$ cat config.mk
export PLATFORM = sky130hd
export DESIGN_NAME = tick_scheduler_flat
export DESIGN_NICKNAME = d
export VERILOG_FILES = /design/src/rtl/tick_sched_pkg.sv /design/src/rtl/tick_scheduler_if.sv /design/src/rtl/tick_channel.sv /design/src/rtl/tick_scheduler.sv /design/src/flat_wrapper.sv
export SDC_FILE = /design/constraint.sdc
export NUM_CORES = 1
export LEC_CHECK = 0
export ABC_AREA = 1
export BUFFER_PORTS_ARGS = -buffer_cell sky130_fd_sc_hd__buf_2
export CORE_AREA = 4 4 199 201
export DETAILED_ROUTE_END_ITERATION = 8
export DIE_AREA = 0 0 203 205
export GPL_ROUTABILITY_DRIVEN = 1
export PLACE_DENSITY = 0.46
export SETUP_SLACK_MARGIN = 0.3
export SLEW_MARGIN = 30
export SYNTH_ARGS = -nofsm -noshare
export SYNTH_HDL_FRONTEND = slang
export SYNTH_SLANG_ARGS = --single-unit
export TNS_END_PERCENT = 50
$ cat constraint.sdc
create_clock -name clk -period 4.1 [get_ports clk]
set_input_delay 0.82 -clock clk [delete_from_list [all_inputs] [get_ports clk]]
set_output_delay 0.82 -clock clk [all_outputs]
set_load 0.02 [all_outputs]
$ cat src/rtl/tick_sched_pkg.sv
// rtl/tick_sched_pkg.sv - shared constants, types and helpers for the tick scheduler
package tick_sched_pkg;

    localparam int CH_SCAN   = 0;
    localparam int CH_DEB    = 1;
    localparam int CH_SLOW   = 2;
    localparam int CH_USER   = 3;
    localparam int NCH       = 4;
    // Widest divide value a config request can carry
    localparam int CFG_DIV_W = 16;

    typedef enum logic {
        ST_READY = 1'b0,
        ST_BUSY  = 1'b1
    } cfg_state_t;

    typedef struct packed {
        logic [1:0]           ch;
        logic [CFG_DIV_W-1:0] div;
        logic                 en;
    } cfg_req_t;

    function automatic int pre_width(input int pre_div);
        return (pre_div <= 2) ? 1 : $clog2(pre_div);
    endfunction

endpackage

$ cat src/rtl/tick_scheduler_if.sv
// rtl/tick_scheduler_if.sv - config write handshake between control logic and the scheduler
interface tick_scheduler_if #(
    parameter int DIV_W = 16
);
    logic             cfg_valid;
    logic             cfg_ready;
    logic [1:0]       cfg_ch;
    logic [DIV_W-1:0] cfg_div;
    logic             cfg_en;

    modport master (
        output cfg_valid, cfg_ch, cfg_div, cfg_en,
        input  cfg_ready
    );

    modport slave (
        input  cfg_valid, cfg_ch, cfg_div, cfg_en,
        output cfg_ready
    );
endinterface

$ cat src/rtl/tick_channel.sv
// rtl/tick_channel.sv - one programmable divider channel clocked by the shared prescaler strobe
module tick_channel #(
    parameter int DIV_W   = 16,
    parameter int DIV_RST = 1
) (
    input  logic             clk,
    input  logic             rst_n,
    input  logic             pre_term,
    input  logic             load,
    input  logic [DIV_W-1:0] load_div,
    input  logic             load_en,
    output logic             tick
);

    logic [DIV_W-1:0] div;
    logic [DIV_W-1:0] cnt;
    logic             en;

    // A load always wins over a terminal count so the new ratio restarts cleanly
    always_ff @(posedge clk) begin
        if (!rst_n) begin
            div  <= DIV_W'(DIV_RST);
            en   <= 1'b1;
            cnt  <= '0;
            tick <= 1'b0;
        end else begin
            tick <= 1'b0;
            if (load) begin
                div <= load_div;
                en  <= load_en;
                cnt <= '0;
            end else if (!en) begin
                cnt <= '0;
            end else if (pre_term && (div != '0)) begin
                if (cnt >= div - DIV_W'(1)) begin
                    cnt  <= '0;
                    tick <= 1'b1;
                end else begin
                    cnt <= cnt + DIV_W'(1);
                end
            end
        end
    end

endmodule

$ cat src/rtl/tick_scheduler.sv
// rtl/tick_scheduler.sv - prescaler, config handshake and scan select around four divider channels
module tick_scheduler
    import tick_sched_pkg::*;
#(
    parameter int PRE_DIV = 40,
    parameter int DIV_W   = 16,
    parameter int DIV0    = 1000,
    parameter int DIV1    = 6667,
    parameter int DIV2    = 40000,
    parameter int DIV3    = 1
) (
    input  logic                 clk,
    input  logic                 rst_n,
    tick_scheduler_if.slave      cfg,
    output logic [NCH-1:0]       tick,
    output logic                 base_tick,
    output logic [1:0]           scan_sel
);

    localparam int PRE_W = pre_width(PRE_DIV);

    logic [PRE_W-1:0] pre_cnt;
    logic             pre_term;
    cfg_state_t       state;
    cfg_state_t       state_nxt;
    cfg_req_t         req;
    logic             accept;
    logic [NCH-1:0]   load;

    assign pre_term = (pre_cnt == PRE_W'(PRE_DIV - 1));

    always_ff @(posedge clk) begin
        if (!rst_n) begin
            pre_cnt   <= '0;
            base_tick <= 1'b0;
        end else begin
            pre_cnt   <= pre_term ? '0 : pre_cnt + PRE_W'(1);
            base_tick <= pre_term;
        end
    end

    always_ff @(posedge clk) begin
        if (!rst_n) begin
            state <= ST_READY;
        end else begin
            state <= state_nxt;
        end
    end

    // Ready drops for one cycle after each accepted write
    always_comb begin
        state_nxt     = state;
        cfg.cfg_ready = 1'b0;
        case (state)
            ST_READY: begin
                cfg.cfg_ready = 1'b1;
                if (cfg.cfg_valid) begin
                    state_nxt = ST_BUSY;
                end
            end
            ST_BUSY:  state_nxt = ST_READY;
            default:  state_nxt = ST_READY;
        endcase
    end

    assign accept  = cfg.cfg_valid && cfg.cfg_ready;
    assign req.ch  = cfg.cfg_ch;
    assign req.div = CFG_DIV_W'(cfg.cfg_div);
    assign req.en  = cfg.cfg_en;

    always_comb begin
        load = '0;
        if (accept) begin
            load[req.ch] = 1'b1;
        end
    end

    for (genvar g = 0; g < NCH; g++) begin : g_ch
        tick_channel #(
            .DIV_W   (DIV_W),
            .DIV_RST ((g == CH_SCAN) ? DIV0 :
                      (g == CH_DEB)  ? DIV1 :
                      (g == CH_SLOW) ? DIV2 : DIV3)
        ) u_ch (
            .clk      (clk),
            .rst_n    (rst_n),
            .pre_term (pre_term),
            .load     (load[g]),
            .load_div (DIV_W'(req.div)),
            .load_en  (req.en),
            .tick     (tick[g])
        );
    end

    always_ff @(posedge clk) begin
        if (!rst_n) begin
            scan_sel <= 2'd0;
        end else if (tick[CH_SCAN] && (CH_USER == NCH - 1)) begin
            scan_sel <= scan_sel + 2'd1;
        end
    end

endmodule

$ cat src/flat_wrapper.sv
// flat-port wrapper written by rule: the top's interface ports become plain ports
module tick_scheduler_flat import tick_sched_pkg::*;
#(
    parameter int PRE_DIV = 40,
    parameter int DIV_W   = 16,
    parameter int DIV0    = 1000,
    parameter int DIV1    = 6667,
    parameter int DIV2    = 40000,
    parameter int DIV3    = 1
)
  (clk, rst_n, tick, base_tick, scan_sel, cfg_cfg_valid, cfg_cfg_ch, cfg_cfg_div, cfg_cfg_en, cfg_cfg_ready);
  tick_scheduler_if #(.DIV_W(DIV_W)) cfg_i ();
  input  logic clk;
  input  logic rst_n;
  output logic [NCH-1:0] tick;
  output logic base_tick;
  output logic [1:0] scan_sel;
  input wire logic [$bits(cfg_i.cfg_valid)-1:0] cfg_cfg_valid;
  input wire logic [$bits(cfg_i.cfg_ch)-1:0] cfg_cfg_ch;
  input wire logic [$bits(cfg_i.cfg_div)-1:0] cfg_cfg_div;
  input wire logic [$bits(cfg_i.cfg_en)-1:0] cfg_cfg_en;
  output wire logic [$bits(cfg_i.cfg_ready)-1:0] cfg_cfg_ready;
  assign cfg_i.cfg_valid = cfg_cfg_valid;
  assign cfg_i.cfg_ch = cfg_cfg_ch;
  assign cfg_i.cfg_div = cfg_cfg_div;
  assign cfg_i.cfg_en = cfg_cfg_en;
  assign cfg_cfg_ready = cfg_i.cfg_ready;
  tick_scheduler #(.PRE_DIV(PRE_DIV), .DIV_W(DIV_W), .DIV0(DIV0), .DIV1(DIV1), .DIV2(DIV2), .DIV3(DIV3)) u_core (.clk(clk), .rst_n(rst_n), .cfg(cfg_i), .tick(tick), .base_tick(base_tick), .scan_sel(scan_sel));
endmodule
**After elaboration in Yosys (flattened, before gate mapping)**

Index checks and enable logic that the tools add are counted.

- Input port bits: 22
- Bits in registers: 146
- Word-level logic and storage cells: 80

- Equal/unequal tests: 1
- Muxes and demuxes: 14
- Reductions and logical operators: 19
- Bitwise logic cells: 10
- Add/subtract/negate cells: 10
- Order comparisons: 6

Operators with widths:

| kind | number |
|---|---|
| $add A16 B1 Y16 const B | 4 |
| $ge A16 B16 Y1 | 4 |
| $mux W16 | 4 |
| $reduce_bool A16 Y1 | 4 |
| $sub A16 B1 Y16 const B | 4 |
| $reduce_or A4 Y1 | 4 |
| $reduce_or A3 Y1 | 4 |
| $not A1 Y1 | 10 |
| $mux W1 | 7 |
| $add A6 B1 Y6 const B | 1 |
| $eq A6 B6 Y1 const B | 1 |
| $logic_and A1 B1 Y1 | 6 |
| $mux W4 | 1 |
| $lt A2 B3 Y1 const B | 1 |
| $add A2 B1 Y2 const B | 1 |
| $demux W1 S2 | 1 |
| $ge A2 B1 Y1 const B | 1 |
| $pmux W1 S2 | 1 |
| $reduce_or A2 Y1 | 1 |

**Depth between registers and ports, before layout**

Gate-level depths: netlist of the first run.

- Depth after elaboration: 6
- Depth in mapped cells: 19

**Cells and area by module**

A second synthesis of the first run with hierarchy kept.

- Cell total of the unflattened synthesis: 1,301
- Area, all modules: 9,042.4 µm²

By module, submodules not included:

| module | sequential area each (µm²) | area each (µm²) | times used | cells an instance |
|---|---|---|---|---|
| tick_channel at u_core.g_ch[1].u_ch ... | 680.7 | 2,147.1 | 2 | 311 |
| tick_channel at u_core.g_ch[0].u_ch | 680.7 | 2,158.3 | 1 | 312 |
| tick_channel at u_core.g_ch[3].u_ch | 680.7 | 2,150.8 | 1 | 312 |
| tick_scheduler | 200.2 | 439.2 | 1 | 55 |

**Worst setup path before layout of the first run**

No wires, ideal clock.

- Path type: register -> register
- Start: register u_core.g_ch[2].u_ch.div[0]
- End: register u_core.g_ch[2].u_ch.cnt[10]
- Stages on the path, launching flop included: 17
- Period minus slack after synthesis: 2,495 ps
- Arrival: 2,431 ps
- Setup time: 64 ps
- Slack: 1,605 ps
- Required time: 4,036 ps
- Cells stage by stage: dfxtp_1 -> inv_1 -> ha_1 -> nand2_1 -> nor2_4 -> nand3_1 -> nor3_1 -> xor2_1 -> inv_1 -> ha_1 -> nand2_1 -> o21ai_0 -> nor2_1 -> nand2_1 -> nand2_2 -> nand3_1 -> nor2_1

- Cells in the longest elaborated chain, start to end: 3
- Elaborated cells between the ends (all ways): 5

Ends and longest elaborated chain:

| what | RTL line | text |
|---|---|---|
| start: declaration | tick_channel.sv:15 | `logic [DIV_W-1:0] div;` |
| start signal: assignment | tick_channel.sv:22 | `div <= DIV_W'(DIV_RST);` |
| start signal: assignment | tick_channel.sv:29 | `div <= load_div;` |
| $sub A16 B1 Y16 | tick_channel.sv:35 | `if (cnt >= div - DIV_W'(1)) begin` |
| $ge A16 B16 Y1 | tick_channel.sv:35 |  |
| $mux W16 | tick_channel.sv:35 |  |
| end signal: assignment | tick_channel.sv:39 | `cnt <= cnt + DIV_W'(1);` |
| end: declaration | tick_channel.sv:16 | `logic [DIV_W-1:0] cnt;` |

Parallel ways exist; a longest one is shown, timed or not.
A chain may end at the register's enable or synchronous reset.

**Worst setup path in the final report of the first run**

- Start: register u_core.g_ch[2].u_ch.div[0]
- End: register u_core.g_ch[2].u_ch.cnt[8]

Same word-level chain as after synthesis.

==> results of run 1 <==
-- routing by layer --
| layer | up-vias | share of wire [%] | global-route usage, % |
|---|---|---|---|
| li1 | 4447 | - | - |
| met1 | 3746 | 50 | 15.4 |
| met2 | 98 | 47 | 20.1 |
| met3 | 19 | 2.3 | 1.84 |
| met4 | 0 | 1.1 | 3.10 |
| met5 | - | 0 | 0 |
-- power breakdown --
group	leakage, uW	total (uW)	internal (uW)	switching (uW)
sequential	0.00118	1490	1450	31.2
clock	0.000287	1640	977	663
combinational	0.00311	341	114	227
-- critical path, delay by kind of cell, from the launching register on --
kind | cells | cell delay, ps
simple gates | 10 | 1720
fa+ha+maj | 2 | 520
flops | 1 | 310
xor+xnor | 1 | 160
buf+inv | 2 | 150
compound gates | 1 | 50
-- worst max-delay path by stage --
stage,startpoint,end,slack (ps)
3_3_place_gp,u_core.g_ch[2].u_ch.div[0],u_core.g_ch[2].u_ch.cnt[15],1150
6_report,u_core.g_ch[2].u_ch.div[0],u_core.g_ch[2].u_ch.cnt[8],1140
3_5_place_dp,u_core.g_ch[2].u_ch.div[0],u_core.g_ch[2].u_ch.cnt[13],1130
4_1_cts,u_core.g_ch[2].u_ch.div[0],u_core.g_ch[2].u_ch.cnt[3],1120
5_1_grt,u_core.g_ch[0].u_ch.div[2],u_core.g_ch[0].u_ch.cnt[4],730
2_1_floorplan,u_core.g_ch[2].u_ch.div[0],u_core.g_ch[2].u_ch.cnt[10],1610
-- flip-flops by register name, summed over array words and instances, names as in the netlist --
name                   flops
u_core.g_ch.u_ch.div      64
u_core.g_ch.u_ch.en        4
u_core.base_tick           1
u_core.scan_sel            2
u_core.state               1
u_core.g_ch.u_ch.tick      4
u_core.g_ch.u_ch.cnt      64
u_core.pre_cnt             6
-- kinds of logic after synthesis --
logic type,count (synthesis),share of synthesized area [%]
xor+xnor,72,6.76
buf+inv,219,9.69
fa+ha+maj,73,9.79
flops,146,31.3
compound gates,166,9.34
simple gates,694,33.1
-- cells in the mapped netlist, types with 13 or more instances --
| cell | number |
|---|---|
| a21oi_1 | 77 |
| clkbuf_1 | 13 |
| dfxtp_1 | 146 |
| ha_1 | 73 |
| inv_1 | 174 |
| nand2_1 | 279 |
| nand3_1 | 89 |
| nand4_1 | 46 |
| nor2_1 | 201 |
| nor2_2 | 25 |
| nor3_1 | 26 |
| o21ai_0 | 71 |
| xnor2_1 | 16 |
| xor2_1 | 56 |
-- area by class of cell --
cell class                 count  share of cell area, %
clock buffer                  20                   4.24
clock inverter                12                   1.50
inverter                     188                   6.79
multi-input combinational   1005                   52.2
sequential                   146                   27.7
tap                          511                   6.07
timing repair buffer          30                   1.45
-- stage by stage --
step / instance area (sq um) / setup WS [ps]
floorplan: 9330 / 1610
global placement: 9930 / 1150
detailed placement: 9930 / 1130
CTS: 10500 / 1120
global route: 10500 / 727
finish: 10500 / 1140
-- layout by cell type (no fill, tap or decap), drive strengths merged --
cell type  count
nor3          30
nor4           3
a21o           1
buf           30
a21oi         77
or2            1
nand3         92
clkinv         7
o21bai         3
o211ai        12
nand4         46
xnor2         16
o21ai         73
nor3b          1
xor2          56
ha            73
inv          187
clkinvlp       3
bufinv         3
nand2        293
dfxtp        146
nor2         228
clkbuf        20
==> flow_metrics.py, run 1 <==
metrics = {
    "power": {
        "leakagePower_uw": 0.00458,
        "irDropWorstVdd_mv": 0.211,
        "power_density_nw_per_um2": 329,
        "finalPower_uw": 3470,
    },
    "timing": {
        "finalSetupTns_ps": 0,
        "finalSetupViolations": 0,
        "max_slew_margin_pct": 54.2,
        "fin_skew_ps": 10.2,
        "finalCritPeriodShare_pct": 72.2,
        "clock.fmax_mhz": 338,
        "tightest_slew_ps": 684,
        "min_period_ps": 2960,
        "rsz0062_at_grt": "no",
        "whs_ps": 460,
        "drv_slew": 0,
        "final_hold_viol_count": 0,
    },
    "clock_network": {
        "root_buffer": "clkbuf_16",
        "clkTransAtPathRegs_ps": 70,
        "postCtsSetupBuffers": 0,
        "cts_made_buffers": 17,
        "cts_resized": 0,
        "cts_tree": "yes",
        "clk_latency_ps": 430,
        "cts_sinks": 146,
        "htreeDepth": 4,
        "clock_path_buffers": 2,
        "cts_hold_repair.buffers": 0,
    },
    "final_layout": {
        "multi_input_area_sq_um": 5500,
        "seq_area_sq_um": 2920,
        "area_growth_pct": 13.0,
        "nFillCells": 4230,
        "layout.nets": 1483,
        "fin_cells": 1912,
        "drive_above_1_share_pct": 8.71,
        "final_core_util_pct": 28.0,
        "n_antenna_cell": 0,
    },
    "run_status": {
        "status": "completed",
    },
    "setup_path": {
        "worstPathMaxFanout": 10,
        "critPathSlowestCell": "nor2_1",
        "rr_startpoint": "u_core.g_ch[2].u_ch.div[0]",
        "r2r_setup_slack_ps": 1140,
        "endpoint_kind": "register",
        "cp.required_ps": 4470,
        "start_kind": "register",
        "ff2ff_path_depth": 16,
        "worstReg2RegEnd": "u_core.g_ch[2].u_ch.cnt[8]",
        "path_cells": "inv_1 > ha_1 > nand2_1 > nor2_4 > nand3_1 > nor3_1 > xor2_1 > inv_1 > ha_1 > nand4_1 > a21oi_1 > nor2_1 > nand2_1 > nand2_2 > nand3_1 > nor2_1",
        "cp.arrival_ps": 3330,
        "max_stage_delay_ps": 440,
        "criticalPathCategory": "register to register",
    },
    "synth": {
        "yosysWarnings": 0,
        "syn_inst": 1370,
        "synth_seq_cells": 146,
        "syn_area_per_cell_sq_um": 6.81,
        "syn_area_sq_um": 9330,
        "yosysTopAreaCell": "dfxtp_1",
        "synth_area_leaders": "dfxtp_1, nand2_1, ha_1",
        "async_reset_ff_share_pct": 0,
        "synth_cell_types": 36,
        "synth_top_area_share_pct": 31.3,
        "ys_seq_area_share_pct": 31.3,
        "synth-main-ff-cell": "dfxtp_1",
        "syn-num-nets": 1465,
        "synth_edf_count": 0,
    },
    "floorplanning": {
        "initial_core_util_pct": 24.8,
        "die_w_um": 203,
        "dieArea_sq_um": 41600,
        "die_y_um": 205,
        "fp-row-count": 71,
        "io_pins": 30,
        "fp.coreArea_sq_um": 37600,
    },
    "routing": {
        "drt_iter0_markers": 495,
        "drc_errors": 0,
        "dr.pass1.iters": 6,
        "drtAntennaViolNets": 0,
        "routed_wl_um": 23700,
        "num_vias": 8310,
        "viasPerCell": 4.35,
        "wl_per_cell_um": 12.4,
    },
    "grt": {
        "antenna_found_initial": 1,
        "grt_max_degree": 71,
        "gr-total-overflow": 0,
        "grt_pass1_vias": 8052,
        "grt_pass1_wl_um": 39900,
        "track_usage_pct": 11.7,
    },
    "hold_path": {
        "hold_depth": 1,
        "hold-path-endpoint": "u_core.pre_cnt[0]",
        "hp-class": "register to register",
        "hp-start": "u_core.pre_cnt[0]",
    },
    "placement": {
        "hpwl_um": 17900,
        "place.gp.congestion": 0.787,
        "port_buffers": 29,
        "dp_cells": 1880,
    },
    "flow_run": {
        "maxCapViolCount": 0,
    },
}
Power figures use the tool's default switching activity.
==> inputs of run 2 (changes only) <==
- PLACE_DENSITY: 0.46 -> 0.47
- clock period: 4.1 -> 2.7 ns (I/O delays scaled with it)
==> flow_metrics.py, run 2 (synthesized netlist as in run 1, its figures left out) <==
metrics = {
    "routing": {
        "wl_per_cell_um": 12.8,
        "routed_wl_um": 25100,
        "dr.pass1.iters": 5,
        "drc_errors": 0,
        "drtAntennaViolNets": 0,
        "viasPerCell": 4.42,
        "drt_iter0_markers": 391,
        "num_vias": 8658,
    },
    "final_layout": {
        "fin_cells": 1959,
        "area_growth_pct": 24.3,
        "fin_area_sq_um": 11600,
        "largestRegisters": "u_core.g_ch.u_ch.cnt: 64 flops, u_core.g_ch.u_ch.div: 64 flops, u_core.pre_cnt: 6 flops",
        "n_antenna_cell": 0,
        "drive_above_1_share_pct": 20.1,
        "layout_commonest_cell": "nand2_1",
        "final_cell_mix": "nand2_1, nor2_1, inv_1, dfxtp_1, a21oi_1",
        "layout.nets": 1530,
    },
    "timing": {
        "final_hold_viol_count": 0,
        "finalCritPeriodShare_pct": 89.0,
        "min_period_ps": 2400,
        "finalSetupViolations": 0,
        "clock.fmax_mhz": 416,
        "drv_slew": 0,
        "max_slew_margin_pct": 54.4,
        "whs_ps": 400,
        "fin_skew_ps": 14.8,
        "finalSetupTns_ps": 0,
        "rsz0062_at_grt": "yes",
        "tightest_slew_ps": 684,
    },
    "placement": {
        "port_buffers": 29,
        "dpl_cell_area_sq_um": 10100,
        "dp_cells": 1898,
        "place.gp.congestion": 0.803,
        "hpwl_um": 18200,
    },
    "setup_path": {
        "start_kind": "register",
        "ff2ff_path_depth": 18,
        "cpLargestDelayFamily": "simple AND/OR/NAND/NOR gates",
        "r2r_setup_slack_ps": 300,
        "cp.arrival_ps": 2730,
        "endpoint_kind": "register",
        "crit_buf_inv": 2,
        "cp.depth": 18,
        "worstPathMaxFanout": 6,
        "crit_top_cell": "nand2_2",
        "cp.required_ps": 3020,
        "max_stage_delay_ps": 340,
        "critPathSlowestCell": "dfxtp_2",
        "criticalPathCategory": "register to register",
        "path_cells": "nor2_1 > nand2_1 > nor2_2 > nand2_2 > nor2_4 > nand3_2 > xor2_2 > inv_2 > ha_4 > nand2_1 > inv_1 > nand3_1 > nor2_2 > nand2_2 > nand2_2 > nand2_4 > nand2_8 > nor2_1",
    },
    "clock_network": {
        "htreeDepth": 4,
        "cts_sinks": 146,
        "clkTransAtPathRegs_ps": 70,
        "cts_tree": "yes",
        "clk_latency_ps": 430,
        "root_buffer": "clkbuf_16",
        "clock_path_buffers": 2,
        "cts_made_buffers": 17,
    },
    "grt": {
        "grt_max_degree": 71,
        "grt_pass1_vias": 8347,
        "gr-total-overflow": 0,
        "grt_pass1_wl_um": 41800,
        "antenna_found_initial": 3,
        "track_usage_pct": 12.3,
    },
    "power": {
        "leakagePower_uw": 0.00490,
        "power_density_nw_per_um2": 463,
        "irDropWorstVdd_mv": 0.313,
        "finalPower_uw": 5370,
    },
    "floorplanning": {
        "initial_core_util_pct": 24.8,
        "fp-row-count": 71,
        "dieArea_sq_um": 41600,
        "die_y_um": 205,
        "fp.coreArea_sq_um": 37600,
        "io_pins": 30,
        "die_w_um": 203,
    },
    "hold_path": {
        "hold_depth": 3,
        "hp-class": "input pin to register",
    },
    "flow_run": {
        "maxCapViolCount": 0,
    },
    "run_status": {
        "status": "completed",
    },
}
[run 2: cell count changes in the layout (fill, tap and decap cells not counted), moves of 14 or more]
cell,previous run,this run
buf_4,1,38
nand3_1,89,66
nor2_1,201,179
nor2_4,2,22
nand2_1,279,260
nand3_2,3,21
nand2_2,8,24
dfxtp_1,146,132
inv_1,174,160
[run 2: layout make-up]
class                   instances  area [sq um]
clock inverters                12           158
repair buffers                 74           509
fillers                      4112         26000
inverters                     188           723
flip-flops and latches        146          2950
clock buffers                  20           437
well taps                     511           639
multi-input cells            1008          6180
[run 2: power breakdown]
| group | internal, uW | switching, uW |
|---|---|---|
| Clock | 1460 | 1010 |
| Sequential | 2210 | 57.9 |
| Combinational | 235 | 400 |
[run 2: stage by stage]
| stage | utilization, % | setup WS [ps] |
|---|---|---|
| 2_1_floorplan | - | 270 |
| 6_report | 30.9 | 296 |
| 4_1_cts | 29.5 | 241 |
| 5_1_grt | 30.9 | 107 |
| 3_3_place_gp | 26.9 | 12.0 |
| 3_5_place_dp | 26.9 | -6.88 |
[run 2: what timing repair did]
item | CTS | global route
endpoints found under the setup margin | 68 | 68
buffers inserted | 13 | 13
cloned | 3 | 0
resized for setup | 65 | 107
hold buffers | 0 | 0
pin swaps | 29 | 63
[run 2: tightest hold or removal path, stage by stage]
cell and delay, ps:
buf_2 100, nand2_4 70, nor2_1 80
[run 2: final timing paths]
path | to | from
setup / recovery | u_core.g_ch[1].u_ch.cnt[7] | u_core.g_ch[1].u_ch.div[3]
hold / removal | u_core.state | cfg_cfg_valid
setup reg to reg | u_core.g_ch[1].u_ch.cnt[7] | u_core.g_ch[1].u_ch.div[3]
hold reg to reg | u_core.pre_cnt[0] | u_core.pre_cnt[0]
[run 2: per-layer routing]
layer | vias up | part of all wire [%] | GRT usage, %
li1 | 4558 | - | -
met1 | 4018 | 48 | 16.0
met2 | 66 | 49 | 21.5
met3 | 14 | 2.0 | 1.99
met4 | 2 | 0.70 | 2.38
met5 | - | 0.044 | 0
